<file path="src/rtl/draw_sequencer_if.sv">
// Bundle between draw_sequencer and its environment: object table read port,
// rectangle draw unit handshake/pixel stream, and VGA adapter write port.
interface draw_sequencer_if;
  logic [3:0] obj_idx;
  logic [7:0] obj_x;
  logic [6:0] obj_y;
  logic [4:0] obj_w;
  logic [4:0] obj_h;
  logic [2:0] obj_c;
  logic       obj_valid;

  logic [7:0] d_x;
  logic [6:0] d_y;
  logic [4:0] d_w;
  logic [4:0] d_h;
  logic [2:0] d_c;
  logic       d_enable;
  logic       d_done;
  logic [7:0] d_px;
  logic [6:0] d_py;
  logic [2:0] d_pc;

  logic [7:0] vga_x;
  logic [6:0] vga_y;
  logic [2:0] vga_c;
  logic       vga_plot;

  modport master (
    output obj_idx, d_x, d_y, d_w, d_h, d_c, d_enable,
           vga_x, vga_y, vga_c, vga_plot,
    input  obj_x, obj_y, obj_w, obj_h, obj_c, obj_valid,
           d_done, d_px, d_py, d_pc
  );

  modport slave (
    input  obj_idx, d_x, d_y, d_w, d_h, d_c, d_enable,
           vga_x, vga_y, vga_c, vga_plot,
    output obj_x, obj_y, obj_w, obj_h, obj_c, obj_valid,
           d_done, d_px, d_py, d_pc
  );
endinterface

</file>
<file path="src/rtl/draw_sequencer.sv">
// Frame initiator: optional full-screen clear, then walks the object table driving
// the rectangle draw unit and forwarding its pixels. Clear phase built when DRAW_SEQ_CLEAR_EN is defined.
module draw_sequencer #(
  parameter int unsigned NUM_OBJ      = 8,
  parameter logic [2:0]  CLEAR_COLOUR = 3'b000,
  parameter int unsigned WDOG_MAX     = 1023
) (
  input  logic             clk,
  input  logic             reset,
  input  logic             start,
  draw_sequencer_if.master bus,
  output logic             busy,
  output logic             frame_done,
  output logic             err
);
  localparam int         WDW      = $clog2(WDOG_MAX + 1);
  localparam logic [3:0] LAST_IDX = 4'(NUM_OBJ - 1);

  typedef enum logic [2:0] {
    S_IDLE, S_CLEAR, S_FETCH, S_LOAD, S_DRAW, S_NEXT, S_FDONE
  } state_e;

  state_e         state_q, state_d;
  logic [3:0]     obj_idx_q, obj_idx_d;
  logic [7:0]     d_x_q, d_x_d;
  logic [6:0]     d_y_q, d_y_d;
  logic [4:0]     d_w_q, d_w_d;
  logic [4:0]     d_h_q, d_h_d;
  logic [2:0]     d_c_q, d_c_d;
  logic [WDW-1:0] wdog_q, wdog_d;
  logic           err_q, err_d;
`ifdef DRAW_SEQ_CLEAR_EN
  logic [7:0]     cx_q, cx_d;
  logic [6:0]     cy_q, cy_d;
`endif

  always_ff @(posedge clk or negedge reset) begin
    if (!reset) begin
      state_q   <= S_IDLE;
      obj_idx_q <= '0;
      d_x_q     <= '0;
      d_y_q     <= '0;
      d_w_q     <= '0;
      d_h_q     <= '0;
      d_c_q     <= '0;
      wdog_q    <= '0;
      err_q     <= 1'b0;
`ifdef DRAW_SEQ_CLEAR_EN
      cx_q      <= '0;
      cy_q      <= '0;
`endif
    end else begin
      state_q   <= state_d;
      obj_idx_q <= obj_idx_d;
      d_x_q     <= d_x_d;
      d_y_q     <= d_y_d;
      d_w_q     <= d_w_d;
      d_h_q     <= d_h_d;
      d_c_q     <= d_c_d;
      wdog_q    <= wdog_d;
      err_q     <= err_d;
`ifdef DRAW_SEQ_CLEAR_EN
      cx_q      <= cx_d;
      cy_q      <= cy_d;
`endif
    end
  end

  always_comb begin
    state_d      = state_q;
    obj_idx_d    = obj_idx_q;
    d_x_d        = d_x_q;
    d_y_d        = d_y_q;
    d_w_d        = d_w_q;
    d_h_d        = d_h_q;
    d_c_d        = d_c_q;
    wdog_d       = wdog_q;
    err_d        = err_q;
`ifdef DRAW_SEQ_CLEAR_EN
    cx_d         = cx_q;
    cy_d         = cy_q;
`endif
    bus.d_enable = 1'b0;
    bus.vga_x    = '0;
    bus.vga_y    = '0;
    bus.vga_c    = '0;
    bus.vga_plot = 1'b0;

    unique case (state_q)
      S_IDLE: begin
        if (start) begin
          err_d     = 1'b0;
          obj_idx_d = '0;
`ifdef DRAW_SEQ_CLEAR_EN
          state_d   = S_CLEAR;
`else
          state_d   = S_FETCH;
`endif
        end
      end
`ifdef DRAW_SEQ_CLEAR_EN
      S_CLEAR: begin
        bus.vga_x    = cx_q;
        bus.vga_y    = cy_q;
        bus.vga_c    = CLEAR_COLOUR;
        bus.vga_plot = 1'b1;
        if (cx_q == 8'd159) begin
          cx_d = '0;
          if (cy_q == 7'd119) begin
            cy_d    = '0;
            state_d = S_FETCH;
          end else begin
            cy_d = cy_q + 7'd1;
          end
        end else begin
          cx_d = cx_q + 8'd1;
        end
      end
`endif
      S_FETCH: begin
        d_x_d = bus.obj_x;
        d_y_d = bus.obj_y;
        d_w_d = bus.obj_w;
        d_h_d = bus.obj_h;
        d_c_d = bus.obj_c;
        // A zero-sized rectangle would never complete in the draw unit.
        if (!bus.obj_valid || bus.obj_w == '0 || bus.obj_h == '0)
          state_d = S_NEXT;
        else
          state_d = S_LOAD;
      end
      S_LOAD: begin
        wdog_d  = '0;
        state_d = S_DRAW;
      end
      S_DRAW: begin
        bus.d_enable = 1'b1;
        bus.vga_x    = bus.d_px;
        bus.vga_y    = bus.d_py;
        bus.vga_c    = bus.d_pc;
        bus.vga_plot = ~bus.d_done;
        if (bus.d_done) begin
          wdog_d  = '0;
          state_d = S_NEXT;
        end else if (wdog_q == WDW'(WDOG_MAX - 1)) begin
          err_d   = 1'b1;
          wdog_d  = '0;
          state_d = S_NEXT;
        end else begin
          wdog_d = wdog_q + 1'b1;
        end
      end
      S_NEXT: begin
        if (obj_idx_q == LAST_IDX) begin
          state_d = S_FDONE;
        end else begin
          obj_idx_d = obj_idx_q + 4'd1;
          state_d   = S_FETCH;
        end
      end
      S_FDONE: begin
        obj_idx_d = '0;
        state_d   = S_IDLE;
      end
      default: state_d = S_IDLE;
    endcase
  end

  assign bus.obj_idx = obj_idx_q;
  assign bus.d_x     = d_x_q;
  assign bus.d_y     = d_y_q;
  assign bus.d_w     = d_w_q;
  assign bus.d_h     = d_h_q;
  assign bus.d_c     = d_c_q;
  assign busy        = (state_q != S_IDLE);
  assign frame_done  = (state_q == S_FDONE);
  assign err         = err_q;
endmodule

</file>
<file path="src/flat_wrapper.sv">
// flat-port wrapper written by rule: the top's interface ports become plain ports
module draw_sequencer_flat 
#(
  parameter int unsigned NUM_OBJ      = 8,
  parameter logic [2:0]  CLEAR_COLOUR = 3'b000,
  parameter int unsigned WDOG_MAX     = 1023
)
  (clk, reset, start, busy, frame_done, err, bus_obj_idx, bus_d_x, bus_d_y, bus_d_w, bus_d_h, bus_d_c, bus_d_enable, bus_vga_x, bus_vga_y, bus_vga_c, bus_vga_plot, bus_obj_x, bus_obj_y, bus_obj_w, bus_obj_h, bus_obj_c, bus_obj_valid, bus_d_done, bus_d_px, bus_d_py, bus_d_pc);
  draw_sequencer_if bus_i ();
  input  logic clk;
  input  logic reset;
  input  logic start;
  output logic busy;
  output logic frame_done;
  output logic err;
  output wire logic [$bits(bus_i.obj_idx)-1:0] bus_obj_idx;
  output wire logic [$bits(bus_i.d_x)-1:0] bus_d_x;
  output wire logic [$bits(bus_i.d_y)-1:0] bus_d_y;
  output wire logic [$bits(bus_i.d_w)-1:0] bus_d_w;
  output wire logic [$bits(bus_i.d_h)-1:0] bus_d_h;
  output wire logic [$bits(bus_i.d_c)-1:0] bus_d_c;
  output wire logic [$bits(bus_i.d_enable)-1:0] bus_d_enable;
  output wire logic [$bits(bus_i.vga_x)-1:0] bus_vga_x;
  output wire logic [$bits(bus_i.vga_y)-1:0] bus_vga_y;
  output wire logic [$bits(bus_i.vga_c)-1:0] bus_vga_c;
  output wire logic [$bits(bus_i.vga_plot)-1:0] bus_vga_plot;
  input wire logic [$bits(bus_i.obj_x)-1:0] bus_obj_x;
  input wire logic [$bits(bus_i.obj_y)-1:0] bus_obj_y;
  input wire logic [$bits(bus_i.obj_w)-1:0] bus_obj_w;
  input wire logic [$bits(bus_i.obj_h)-1:0] bus_obj_h;
  input wire logic [$bits(bus_i.obj_c)-1:0] bus_obj_c;
  input wire logic [$bits(bus_i.obj_valid)-1:0] bus_obj_valid;
  input wire logic [$bits(bus_i.d_done)-1:0] bus_d_done;
  input wire logic [$bits(bus_i.d_px)-1:0] bus_d_px;
  input wire logic [$bits(bus_i.d_py)-1:0] bus_d_py;
  input wire logic [$bits(bus_i.d_pc)-1:0] bus_d_pc;
  assign bus_obj_idx = bus_i.obj_idx;
  assign bus_d_x = bus_i.d_x;
  assign bus_d_y = bus_i.d_y;
  assign bus_d_w = bus_i.d_w;
  assign bus_d_h = bus_i.d_h;
  assign bus_d_c = bus_i.d_c;
  assign bus_d_enable = bus_i.d_enable;
  assign bus_vga_x = bus_i.vga_x;
  assign bus_vga_y = bus_i.vga_y;
  assign bus_vga_c = bus_i.vga_c;
  assign bus_vga_plot = bus_i.vga_plot;
  assign bus_i.obj_x = bus_obj_x;
  assign bus_i.obj_y = bus_obj_y;
  assign bus_i.obj_w = bus_obj_w;
  assign bus_i.obj_h = bus_obj_h;
  assign bus_i.obj_c = bus_obj_c;
  assign bus_i.obj_valid = bus_obj_valid;
  assign bus_i.d_done = bus_d_done;
  assign bus_i.d_px = bus_d_px;
  assign bus_i.d_py = bus_d_py;
  assign bus_i.d_pc = bus_d_pc;
  draw_sequencer #(.NUM_OBJ(NUM_OBJ), .CLEAR_COLOUR(CLEAR_COLOUR), .WDOG_MAX(WDOG_MAX)) u_core (.clk(clk), .reset(reset), .start(start), .bus(bus_i), .busy(busy), .frame_done(frame_done), .err(err));
endmodule
</file>
<file path="config.mk">
export PLATFORM = sky130hd
export DESIGN_NAME = draw_sequencer_flat
export DESIGN_NICKNAME = d
export VERILOG_FILES = /design/src/rtl/draw_sequencer_if.sv /design/src/rtl/draw_sequencer.sv /design/src/flat_wrapper.sv
export SDC_FILE = /design/constraint.sdc
export NUM_CORES = 1
export LEC_CHECK = 0
export BUFFER_PORTS_ARGS = -buffer_cell sky130_fd_sc_hd__buf_2
export CAP_MARGIN = 40
export CORE_ASPECT_RATIO = 0.6
export CORE_MARGIN = 3
export CORE_UTILIZATION = 46
export DETAILED_ROUTE_END_ITERATION = 8
export MAX_ROUTING_LAYER = met4
export PLACE_DENSITY = 0.79
export SETUP_SLACK_MARGIN = 0.2
export SLEW_MARGIN = 10
export SYNTH_ARGS = -nofsm -noshare
export SYNTH_HDL_FRONTEND = slang
export SYNTH_SLANG_ARGS = --single-unit
</file>
<file path="constraint.sdc">
create_clock -name clk -period 2.5 [get_ports clk]
set_input_delay 0.5 -clock clk [delete_from_list [all_inputs] [get_ports clk]]
set_output_delay 0.5 -clock clk [all_outputs]
set_load 0.005 [all_outputs]
</file>
; After elaboration in Yosys (flattened, before gate mapping)
; Index checks and enable logic that the tools add are counted.
[word_totals]
word_cells = 58
ff_bits = 46
output_inout_bits = 55
inputBits = 51
[op_classes]
bitwise_logic = 1
reduce_logical = 13
n_addsub = 2
n_eq_ne = 12
n_mux = 21
[op_table]
columns = cell, count
row1 = two-way mux 10 bit, 2
row2 = one-hot mux 10 bit (2 select lines), 1
row3 = two-way mux 3 bit, 6
row4 = one-hot mux 3 bit (5 select lines), 1
row5 = one-hot mux 4 bit (3 select lines), 1
row6 = "adder 10 x 1 -> 10 bit, second input constant", 1
row7 = "equality test 10 bit, second input constant", 1
row8 = logical NOT 5 bit, 2
row9 = "equality test 3 bit, second input constant", 3
row10 = two-way mux 4 bit, 2
row11 = two-way mux 8 bit, 1
row12 = two-way mux 7 bit, 1
row13 = "equality test 3 x 2 -> 1 bit, second input constant", 2
row14 = "!= test 2 bit, second input constant", 3
row15 = nonzero test 3 bit, 2
row16 = two-way mux 1 bit, 5
row17 = "adder 4 x 1 -> 4 bit, second input constant", 1
row18 = "equality test 4 x 3 -> 1 bit, second input constant", 1
row19 = AND reduction 4 bit, 1
row20 = nonzero test 2 bit, 2
row21 = logical NOT 3 bit, 1
row22 = "!= test 3 x 2 -> 1 bit, second input constant", 1
row23 = AND reduction 3 bit, 1
row24 = logical OR 1 bit, 2
row25 = other kinds (5), 5

; Logic depth before layout (Yosys ltp)
; Gate-level depths: netlist of the first run.
[depth]
depth_word = 5
ltp_mapped = 6
ltp_nobuf = 5

; Least setup slack after synthesis of the first run
; No wires, ideal clock.
[synth_timing]
path_type = flip-flop to output port
start = register u_core.state_q[2]
end = output port bus_vga_c[0]
t_required_ns = 2.000
path_buffers = 3
path_stages_with_launch = 6
arrival_ns = 1.484
path_slack_ns = 0.516
cell_sequence = dfrtp_1 -> clkbuf_1 -> nor3b_1 -> clkbuf_1 -> clkbuf_1 -> and2_1
[synth_via]
elab_chain_len = 2
[synth_lines]
columns = item, line_no
row1 = start: declaration, draw_sequencer.sv:23  ; state_e state_q, state_d;
row2 = start signal: assignment, draw_sequencer.sv:53  ; state_q <= state_d;
row3 = equality test 3 bit, draw_sequencer.sv:89  ; unique case (state_q)
row4 = two-way mux 3 bit, draw_sequencer.sv:89
row5 = end: declaration, flat_wrapper.sv:25  ; output wire logic [$bits(bus_i.vga_c)-1:0] bus_vga_c;
; No other way between the ends.

; Worst setup path in the final report of the first run
[layout_timing]
start = register u_core.state_q[1]
end = output port bus_vga_plot
[layout_via]
elab_chain_len = 2
[layout_lines]
columns = item, line_no
row1 = equality test 3 bit, draw_sequencer.sv:89
row2 = two-way mux 1 bit, draw_sequencer.sv:89
row3 = end: declaration, flat_wrapper.sv:26  ; output wire logic [$bits(bus_i.vga_plot)-1:0] bus_vga_plot;
; No other way between the ends.

==> impl_metrics.csv, run 1 <==
group,metric,value,unit
clocking,cts_buffers,5,
die,start_util,50.8,%
clocking,clockRootBuffer,"clkbuf_8",
global_routing,grt_use_total,19.9,%
power,p_int,1.99,mW
power,swShare,33.9,%
power,power_frac_comb,42.6,%
placed_design,post_dp_cell_area,2810,um^2
setup_path,path_max_fanout,6,
synthesis,synth_cell_types,43,
sta,hold_viol,0,
die,die-area,5730,um^2
setup_path,reg2reg_from,"u_core.state_q[1]",
cells_and_area,final_nets,353,
global_routing,antenna_found_initial,0,
cells_and_area,layout.cells.non_filler,360,
setup_path,critPathKind,"reg2out",
global_routing,grt_pass1_vias,1707,
synthesis,syn-num-nets,245,
sta,setup_violations,0,
global_routing,overflow,0,
setup_path,reg2regPathDepth,4,
setup_path,rrSetupSlack,0.49,ns
synthesis,syn_area,2220,um^2
clocking,cts_resized,0,
cells_and_area,layout-area-overhead-vs-synth,30.6,%
drt,drtAntennaViolNets,0,
clocking,clockBufferDepth,2,
synthesis,yosys_register_bits,46,
die,die_height,59.8,um
synthesis,syn_inst,191,
synthesis,ys.flop_type,"dfrtp_1",
sta,fin_crit_sh,81.5,%
sta,rsz0062_at_grt,"no",
cells_and_area,final_area,2900,um^2
clocking,post_cts.repair.setup_buffers,0,
clocking,insertion_delay,0.29,ns
placed_design,io_buffers,105,
global_routing,grt_first_pass_wirelength,8.34,mm
setup_path,required,2.00,ns
synthesis,yosysTopAreaCellShare,51.8,%
hold_path,holdCritPathClass,"in2async",
synthesis,synth_area_leaders,"dfrtp_1 52%, mux2_2 14%, and2_1 5.4%",
placed_design,dp_cells,352,
synthesis,synth_common_cells,"46 x dfrtp_1, 28 x mux2_2, 19 x and2_1",
sta,drv_slew,0,
die,io_pins,106,
placed_design,gp_congestion,0.863,
placed_design,dp_slack,0.316,ns
die,die_w,95.7,um
clocking,numClockSinks,46,
setup_path,regToRegEndpoint,"u_core.wdog_q[5]",
synthesis,avgSynthCellArea,11.6,um^2
cells_and_area,antenna_cells,0,
synthesis,synth-edff-count,0,
setup_path,crit_path_end_kind,"primary output",
synthesis,yosysWarningCount,0,
power,ir_worst_vdd,0.669,mV
drt,vias,1828,
synthesis,post-synth-top-count-cell,"dfrtp_1",
global_routing,grt_max_degree,47,
drt,vias_per_cell,5.08,
clocking,htreeDepth,2,
setup_path,critPathLaunchType,"flip-flop",
power,power.leakage,1.46,nW
sta,max_clock_freq,0.491,GHz
synthesis,ys_async_sr_fraction,100,%
power,power.switching,1.02,mW
clocking,cts.clk_slew.worst_paths,0.08,ns
power,seqPwrFrac,42.1,%
drt,wl_per_cell,15.0,um
sta,hold-worst-slack,0.278,ns
clocking,cts_hold_buf,0,
drt,drt-initial-drc-count,91,
synthesis,synth_top_area_cell,"dfrtp_1",
drt,drt-total-wl,5.40,mm
placed_design,dpl.hpwl,4.07,mm
power,p_per_area,1030,nW/um^2
die,core,4370,um^2
job,max_cap_violations,0,
sta,skew,0.00310,ns
power,power_frac_clock,15.3,%
sta,finalCriticalPeriod,2.04,ns
drt,drtPass1Iterations,4,
sta,finalSetupTns,0,ns
sta,worst_pin_slew,0.567,ns
synthesis,seq_area_frac_synth,51.8,%
status,status,"finished clean",
clocking,cts_tree,"yes",
sta,slew_headroom,62.2,%
cells_and_area,drive_gt1_share,51.7,%
sta,fin_ws,0.463,ns
drt,drcViolationCount,0,
setup_path,worstPathArrival,1.54,ns
die,row_count,18,
worst max-delay path, stage by stage, from the launching register on:
cell and delay (ns):
dfrtp_1 0.37, or4b_1 0.66, inv_1 0.10, buf_2 0.11
flip-flops by register name, summed over array words and instances, names as in the netlist:
name                flops
u_core.wdog_q          10
u_core.bus.d_x          8
u_core.bus.d_y          7
u_core.bus.d_h          5
u_core.bus.d_w          5
u_core.bus.obj_idx      4
u_core.bus.d_c          3
u_core.state_q          3
u_core.err              1
placed cells by master, fill, tap and decap left out, types with 3 or more instances in the layout:
cell type	n
nand3_1	10
buf_4	7
o21ai_0	7
inv_1	5
a21oi_1	6
nor2_1	3
buf_2	105
ha_1	3
dfrtp_1	46
mux2_2	28
nand2_1	15
and2_1	19
clkbuf_8	6
worst max path at each step:
| stage | to | start | slack (ns) |
|---|---|---|---|
| global route | bus_vga_x[4] | u_core.state_q[1] | 0.36 |
| global placement | u_core.wdog_q[5] | bus_d_done | 0.39 |
| detailed placement | u_core.wdog_q[5] | bus_d_done | 0.32 |
| CTS | bus_vga_plot | u_core.state_q[1] | 0.45 |
| finish | bus_vga_plot | u_core.state_q[1] | 0.46 |
| floorplan | bus_vga_c[0] | u_core.state_q[2] | 0.52 |
area by class of cell:
type	instances	area [um^2]
fill	364	1470
sequential	46	1150
multi-input combinational	129	986
timing repair buffer	112	578
clock buffer	7	86.3
tap	60	75.1
inverter	5	18.8
clock inverter	1	5.00
power groups by stage:
stage / logic, mW / clock network [mW] / registers [mW]
2_1_floorplan: 0.737 / 0 / 1.27
3_3_place_gp: 1.25 / 0 / 1.25
3_5_place_dp: 1.29 / 0 / 1.27
4_1_cts: 1.30 / 0.469 / 1.26
5_1_grt: 1.42 / 0.499 / 1.31
6_report: 1.28 / 0.458 / 1.26
per-layer routing:
| metal | global-route usage, % | vias up | share of wire [%] |
|---|---|---|---|
| met2 | 31.3 | 61 | 48 |
| met1 | 26.5 | 867 | 44 |
| li1 | - | 898 | - |
| met3 | 4.78 | 2 | 7.2 |
| met4 | 4.05 | 0 | 0.31 |
| met5 | - | - | 0 |
stage by stage:
stage               power [mW]  util, %
global route              3.23     66.4
CTS                       3.03     66.4
floorplan                 2.01        -
detailed placement        2.56     64.3
finish                    3.00     66.4
global placement          2.50     64.3
cells by family (layout without fill, tap and decap cells):
kind of cell / after synthesis / in the layout / share of synthesized area, %
AND/OR/NAND/NOR: 68 / 68 / 17.9
buffers and inverters: 16 / 125 / 4.00
XOR/XNOR: 2 / 2 / 0.789
AO/OA/AOI/OAI: 27 / 27 / 9.18
multiplexers: 29 / 29 / 14.6
flip-flops: 46 / 46 / 51.8
adder cells (fa/ha/maj): 3 / 3 / 1.69
Note: power is estimated with default switching activity, not from simulation.
==> inputs of run 2 (changes only) <==
--- a/config.mk
+++ b/config.mk
@@ -9,10 +9,10 @@
 export CAP_MARGIN = 40
 export CORE_ASPECT_RATIO = 0.6
 export CORE_MARGIN = 3
-export CORE_UTILIZATION = 46
+export CORE_UTILIZATION = 42
 export DETAILED_ROUTE_END_ITERATION = 8
 export MAX_ROUTING_LAYER = met4
-export PLACE_DENSITY = 0.79
+export PLACE_DENSITY = 0.76
 export SETUP_SLACK_MARGIN = 0.2
 export SLEW_MARGIN = 10
 export SYNTH_ARGS = -nofsm -noshare
==> constraint.sdc (replaced) <==
create_clock -name clk -period 1.87 [get_ports clk]
set_input_delay 0.374 -clock clk [delete_from_list [all_inputs] [get_ports clk]]
set_output_delay 0.374 -clock clk [all_outputs]
set_load 0.005 [all_outputs]
==> run 2 against run 1 <==
  * The flow now finishes with violations (negative setup slack)
  * Flip-flop and latch count is the same
  * Core utilization grew 3.4 points
  * Clock power grew 30%
  * Hold slack lost 0.25 ns
  * Critical endpoint is now bus_vga_c[0]
  * Setup slack lost 0.55 ns
  * Via count grew 8.4%
  * Global-route usage shrank 1.5 points
  * Sequential power grew 35%
==> impl_metrics.csv, run 2 (same netlist as run 1, synthesis figures left out) <==
group,metric,value,unit
drt,vias,1981,
placed_design,post_dp_cell_area,2860,um^2
drt,dr_wl_met2,2.88,mm
power,swShare,34.1,%
clocking,numClockSinks,46,
drt,m1WireLength,2.82,mm
drt,drtPass1Iterations,4,
drt,drt-initial-drc-count,86,
status,status,"finished, violations left",
sta,finalSetupTns,-0.446,ns
cells_and_area,largest_reg_flops,10,
status,violations,"negative setup slack",
global_routing,antenna_found_initial,0,
sta,finalCriticalPeriod,1.96,ns
hold_path,holdCritPathClass,"in2async",
die,io_pins,106,
power,finalPower,4.74,mW
clocking,clockBufferDepth,2,
drt,drt-total-wl,6.28,mm
placed_design,io_buffers,105,
drt,vias_per_cell,5.17,
sta,fin_ws,-0.0869,ns
setup_path,reg2regPathDepth,5,
placed_design,dp_slack,-0.00492,ns
cells_and_area,final_nets,374,
placed_design,gp_congestion,0.774,
power,p_int,3.12,mW
clocking,cts_hold_buf,0,
power,p_per_area,1410,nW/um^2
sta,drv_slew,0,
drt,wl_met3,552,um
cells_and_area,final_cell_mix,"98 x buf_2, 46 x dfrtp_1, 22 x buf_6",
drt,drtAntennaViolNets,0,
die,die_w,99.9,um
global_routing,grt_first_pass_wirelength,8.97,mm
sta,rsz0062_at_grt,"yes",
sta,slew_headroom,67.7,%
setup_path,critPathLaunchType,"flip-flop",
setup_path,regToRegEndpoint,"u_core.wdog_q[5]",
setup_path,worstPathArrival,1.58,ns
power,seqPwrFrac,35.9,%
cells_and_area,antenna_cells,0,
global_routing,grt_pass1_vias,1905,
cells_and_area,drive_gt1_share,61.6,%
sta,skew,0.00446,ns
die,die-area,6220,um^2
clocking,cts_buffers,5,
setup_path,crit_path_end_kind,"primary output",
global_routing,grt_use_total,18.3,%
job,max_cap_violations,0,
clocking,htreeDepth,2,
sta,setup_violations,20,
die,die_height,62.3,um
clocking,cts.clk_slew.worst_paths,0.09,ns
placed_design,dpl.hpwl,4.03,mm
die,core,4830,um^2
setup_path,reg2reg_from,"u_core.state_q[1]",
global_routing,grt_max_degree,31,
drt,top_layer,"met4",
die,start_util,46.0,%
power,ir_worst_vdd,0.880,mV
setup_path,critPathKind,"reg2out",
sta,hold_viol,0,
global_routing,overflow,0,
cells_and_area,layout_commonest_cell,"buf_2",
die,row_count,19,
drt,wl_per_cell,16.4,um
sta,fin_crit_sh,105,%
sta,max_clock_freq,0.511,GHz
sta,hold-worst-slack,0.0251,ns
drt,drcViolationCount,0,
power,power_frac_comb,51.5,%
cells_and_area,final_area,3370,um^2
cells_and_area,layout-area-overhead-vs-synth,51.7,%
clocking,insertion_delay,0.30,ns
setup_path,rrSetupSlack,-0.01,ns
clocking,cts_tree,"yes",
cells_and_area,top_register,"u_core.wdog_q",
setup_path,path_max_fanout,5,
clocking,clockRootBuffer,"clkbuf_8",
power,power.switching,1.62,mW
setup_path,required,1.50,ns
sta,worst_pin_slew,0.485,ns
power,power.leakage,1.66,nW
power,power_frac_clock,12.6,%
run 2: changes by cell type in the layout (fill, tap and decap cells not counted), moves of 3 or more:
cell / previous run / this run
buf_2: 105 / 98
mux2_2: 28 / 20
mux2_4: 0 / 8
and2_1: 19 / 14
buf_6: 0 / 22
o21ai_2: 0 / 3
and2_4: 0 / 5
run 2: layout make-up:
cell class / count / area, um^2
Inverter: 5 / 18.8
Clock buffer: 5 / 68.8
Multi-Input combinational cell: 129 / 1120
Sequential cell: 46 / 1150
Tap cell: 63 / 78.8
Timing Repair Buffer: 133 / 911
Clock inverter: 2 / 15.0
Fill cell: 363 / 1460
run 2: how the worst max path moves through the flow:
| stage | from | to | slack [ns] | cells after the start |
|---|---|---|---|---|
| 5_1_grt | u_core.state_q[2] | bus_vga_c[0] | -0.15 | 5 |
| 4_1_cts | u_core.state_q[1] | bus_vga_y[5] | -0.01 | 5 |
| 6_report | u_core.state_q[2] | bus_vga_c[0] | -0.09 | 5 |
| 3_5_place_dp | bus_d_done | u_core.wdog_q[5] | -0.005 | 5 |
| 2_1_floorplan | bus_d_done | u_core.wdog_q[5] | 0.07 | 5 |
| 3_3_place_gp | bus_d_done | u_core.wdog_q[5] | 0.01 | 5 |
run 2: per-layer routing:
| layer | GRT usage (%) | up-vias |
|---|---|---|
| met2 | 27.3 | 85 |
| met1 | 25.6 | 957 |
| met3 | 4.47 | 4 |
| li1 | - | 935 |
| met5 | - | - |
| met4 | 3.58 | 0 |
run 2: what timing repair did:
item,CTS,global route
pin swaps,8,8
endpoints found under the setup margin,24,62
resized for setup,30,39
gates cloned,2,3
setup buffers,6,7
run 2: critical path, cell delays in order, from the launching register on:
cell     delay, ns
dfrtp_1       0.40
buf_6         0.14
nor3b_4       0.29
buf_4         0.20
and2_1        0.14
buf_2         0.12
run 2: power groups by stage:
stage | Combinational, mW | Clock (mW) | Sequential, mW
after floorplan | 1.01 | 0 | 1.70
after global placement | 1.72 | 0 | 1.67
after detailed placement | 1.77 | 0 | 1.69
after CTS | 1.99 | 0.606 | 1.69
after global routing | 2.64 | 0.641 | 1.76
final | 2.44 | 0.597 | 1.70
run 2: per-stage QoR:
step,utilization (%),cells
floorplan,-,191
global route,69.8,383
CTS,64.6,373
finish,69.8,383
detailed placement,59.3,358
global placement,59.3,358
==> inputs of run 3 (changes only) <==
--- a/config.mk
+++ b/config.mk
@@ -8,7 +8,7 @@
 export BUFFER_PORTS_ARGS = -buffer_cell sky130_fd_sc_hd__buf_2
 export CAP_MARGIN = 40
 export CORE_ASPECT_RATIO = 0.6
-export CORE_MARGIN = 3
+export CORE_MARGIN = 2
 export CORE_UTILIZATION = 42
 export DETAILED_ROUTE_END_ITERATION = 8
 export MAX_ROUTING_LAYER = met4
==> run 3 against run 2 <==
  * Sequential share of layout area is 1.8 points lower
  * First-iteration DRC count down 17%
  * Global-route usage grew 1.9 points
  * Final cell count up 2.9%
  * Hold slack better by 0.14 ns
  * Total power grew 7.9%
  * Flip-flop and latch count stayed put
  * The run still ends with negative setup slack left
  * Setup slack improved by 0.057 ns
  * Via count increased by 2.0%
==> impl_metrics.csv, run 3 (same netlist as run 1, synthesis figures left out) <==
group,metric,value,unit
global_routing,grt_max_degree,47,
setup_path,cp_num_buf_inv,3,
job,max_cap_violations,0,
clocking,clockBufferDepth,2,
die,start_util,43.7,%
sta,max_clock_freq,0.526,GHz
placed_design,dp_slack,-0.0357,ns
sta,finalCriticalPeriod,1.90,ns
drt,drtAntennaViolNets,0,
power,power.leakage,1.78,nW
setup_path,critPathLaunchType,"flip-flop",
setup_path,crit_path_end_kind,"primary output",
placed_design,io_buffers,105,
setup_path,crit_path_frequent_cell,"buf_2",
clocking,cts_tree,"yes",
sta,hold_viol,0,
placed_design,dp_cells,361,
drt,drtPass1Iterations,4,
cells_and_area,largest_reg_flops,10,
drt,vias_per_cell,5.13,
setup_path,critPathKind,"reg2out",
drt,drt-initial-drc-count,71,
setup_path,cp_cell_sequence,"buf_6, nor3b_4, buf_2, and2_1, buf_2",
setup_path,rrSetupSlack,0.09,ns
setup_path,critPathMaxStageDelay,0.41,ns
setup_path,path_max_fanout,4,
die,die_w,97.9,um
status,status,"finished, violations left",
status,violations,"negative setup slack",
global_routing,grt_use_total,20.2,%
power,ir_worst_vdd,0.899,mV
power,finalPower,5.11,mW
die,io_pins,106,
cells_and_area,drive_gt1_share,63.4,%
global_routing,grt_pass1_vias,1849,
sta,worst_pin_slew,0.580,ns
power,swShare,33.4,%
sta,finalSetupTns,-0.0618,ns
clocking,clockRootBuffer,"clkbuf_8",
global_routing,antenna_found_initial,0,
die,row_count,20,
sta,slew_headroom,61.3,%
drt,wl_per_cell,16.2,um
setup_path,crit_family,"buffers and inverters",
die,core,5080,um^2
clocking,insertion_delay,0.29,ns
die,die-area,5900,um^2
clocking,cts_buffers,5,
drt,vias,2021,
clocking,numClockSinks,46,
sta,fin_crit_sh,102,%
cells_and_area,top_register,"u_core.wdog_q",
global_routing,grt_first_pass_wirelength,9.09,mm
drt,drt-total-wl,6.39,mm
placed_design,dpl.hpwl,3.77,mm
power,power_frac_comb,54.7,%
placed_design,gp_congestion,0.852,
cells_and_area,layout-area-overhead-vs-synth,60.0,%
power,p_int,3.40,mW
clocking,htreeDepth,2,
die,die_height,60.3,um
setup_path,worst_path_max_delay_cell,"dfrtp_1",
hold_path,holdCritPathClass,"in2async",
power,power_frac_clock,11.6,%
clocking,cts_hold_buf,0,
cells_and_area,fill_cells,395,
sta,fin_ws,-0.0301,ns
cells_and_area,layout_commonest_cell,"buf_2",
sta,rsz0062_at_grt,"yes",
sta,drv_slew,0,
global_routing,overflow,0,
setup_path,required,1.50,ns
cells_and_area,layout.cells.non_filler,394,
sta,skew,0.00825,ns
sta,setup_violations,4,
power,power.switching,1.71,mW
cells_and_area,antenna_cells,0,
setup_path,worstPathArrival,1.53,ns
cells_and_area,final_nets,381,
power,seqPwrFrac,33.7,%
cells_and_area,final_cell_mix,"100 x buf_2, 46 x dfrtp_1, 28 x mux2_4",
drt,drcViolationCount,0,
power,p_per_area,1440,nW/um^2
clocking,cts.clk_slew.worst_paths,0.08,ns
-- run 3: changes by cell type in the layout (fill, tap and decap cells not counted), sizes merged --
cell,before,now
clkinv,0,2
clkinvlp,2,0
buf,131,138
clkbuf,7,8
-- run 3: area by class of cell --
| type | instances | area [um^2] | area share, % |
|---|---|---|---|
| Inverter | 5 | 18.8 | 0.528 |
| Clock buffer | 6 | 72.6 | 2.04 |
| Multi-Input combinational cell | 129 | 1250 | 35.1 |
| Clock inverter | 2 | 13.8 | 0.387 |
| Timing Repair Buffer | 140 | 967 | 27.2 |
| Tap cell | 66 | 82.6 | 2.32 |
| Sequential cell | 46 | 1150 | 32.4 |
-- run 3: worst reg2reg max path: stages, from the launching register on --
cell	delay (ns)
dfrtp_1	0.39
or4b_4	0.56
a41o_4	0.28
or4_4	0.42
nand3_2	0.07
-- run 3: metal layers --
layer  vias up  track usage, %  share of wire [%]  routed length (um)
met3         2            4.44                6.0                 385
met2        78            32.1                 47                3000
met1       991            27.4                 46                2970
li1        950               -                  -                   -
met4         0            3.57               0.52                  33
met5         -               -                  0                   0
-- run 3: stage by stage --
| step | hold slack (ns) | util [%] | instance area, um^2 |
|---|---|---|---|
| 3_3_place_gp | 0.485 | 56.2 | 2860 |
| 2_1_floorplan | 0.0784 | - | 2240 |
| 4_1_cts | 0.181 | 64.3 | 3260 |
| 5_1_grt | 0.211 | 70.0 | 3550 |
| 3_5_place_dp | 0.490 | 56.2 | 2860 |
| 6_report | 0.164 | 70.0 | 3550 |
-- run 3: power groups by stage --
stage               clock, mW  sequential, mW  combinational, mW
floorplan                   0            1.70               1.01
global placement            0            1.67               1.71
detailed placement          0            1.69               1.76
CTS                     0.600            1.70               2.35
global route            0.638            1.78               2.99
finish                  0.590            1.72               2.79
-- run 3: timing repair --
item                                    in CTS  in global routing
hold endpoints to repair                     0                  0
gates resized for setup                     59                 32
cloned                                       2                  3
endpoints found under the setup margin      24                 60
pin swaps                                    9                 15
buffers inserted                            12                  8
-- run 3: worst paths after layout --
check	startpoint	to	cells after the start
max reg2reg	u_core.state_q[0]	u_core.wdog_q[5]	4
min	reset	u_core.wdog_q[9]	2
min in group clk	bus_obj_x[4]	u_core.bus.d_x[4]	2
max	u_core.state_q[1]	bus_vga_x[0]	5
max in group asynchronous	reset	u_core.wdog_q[5]	2
min reg2reg	u_core.err	u_core.err	1
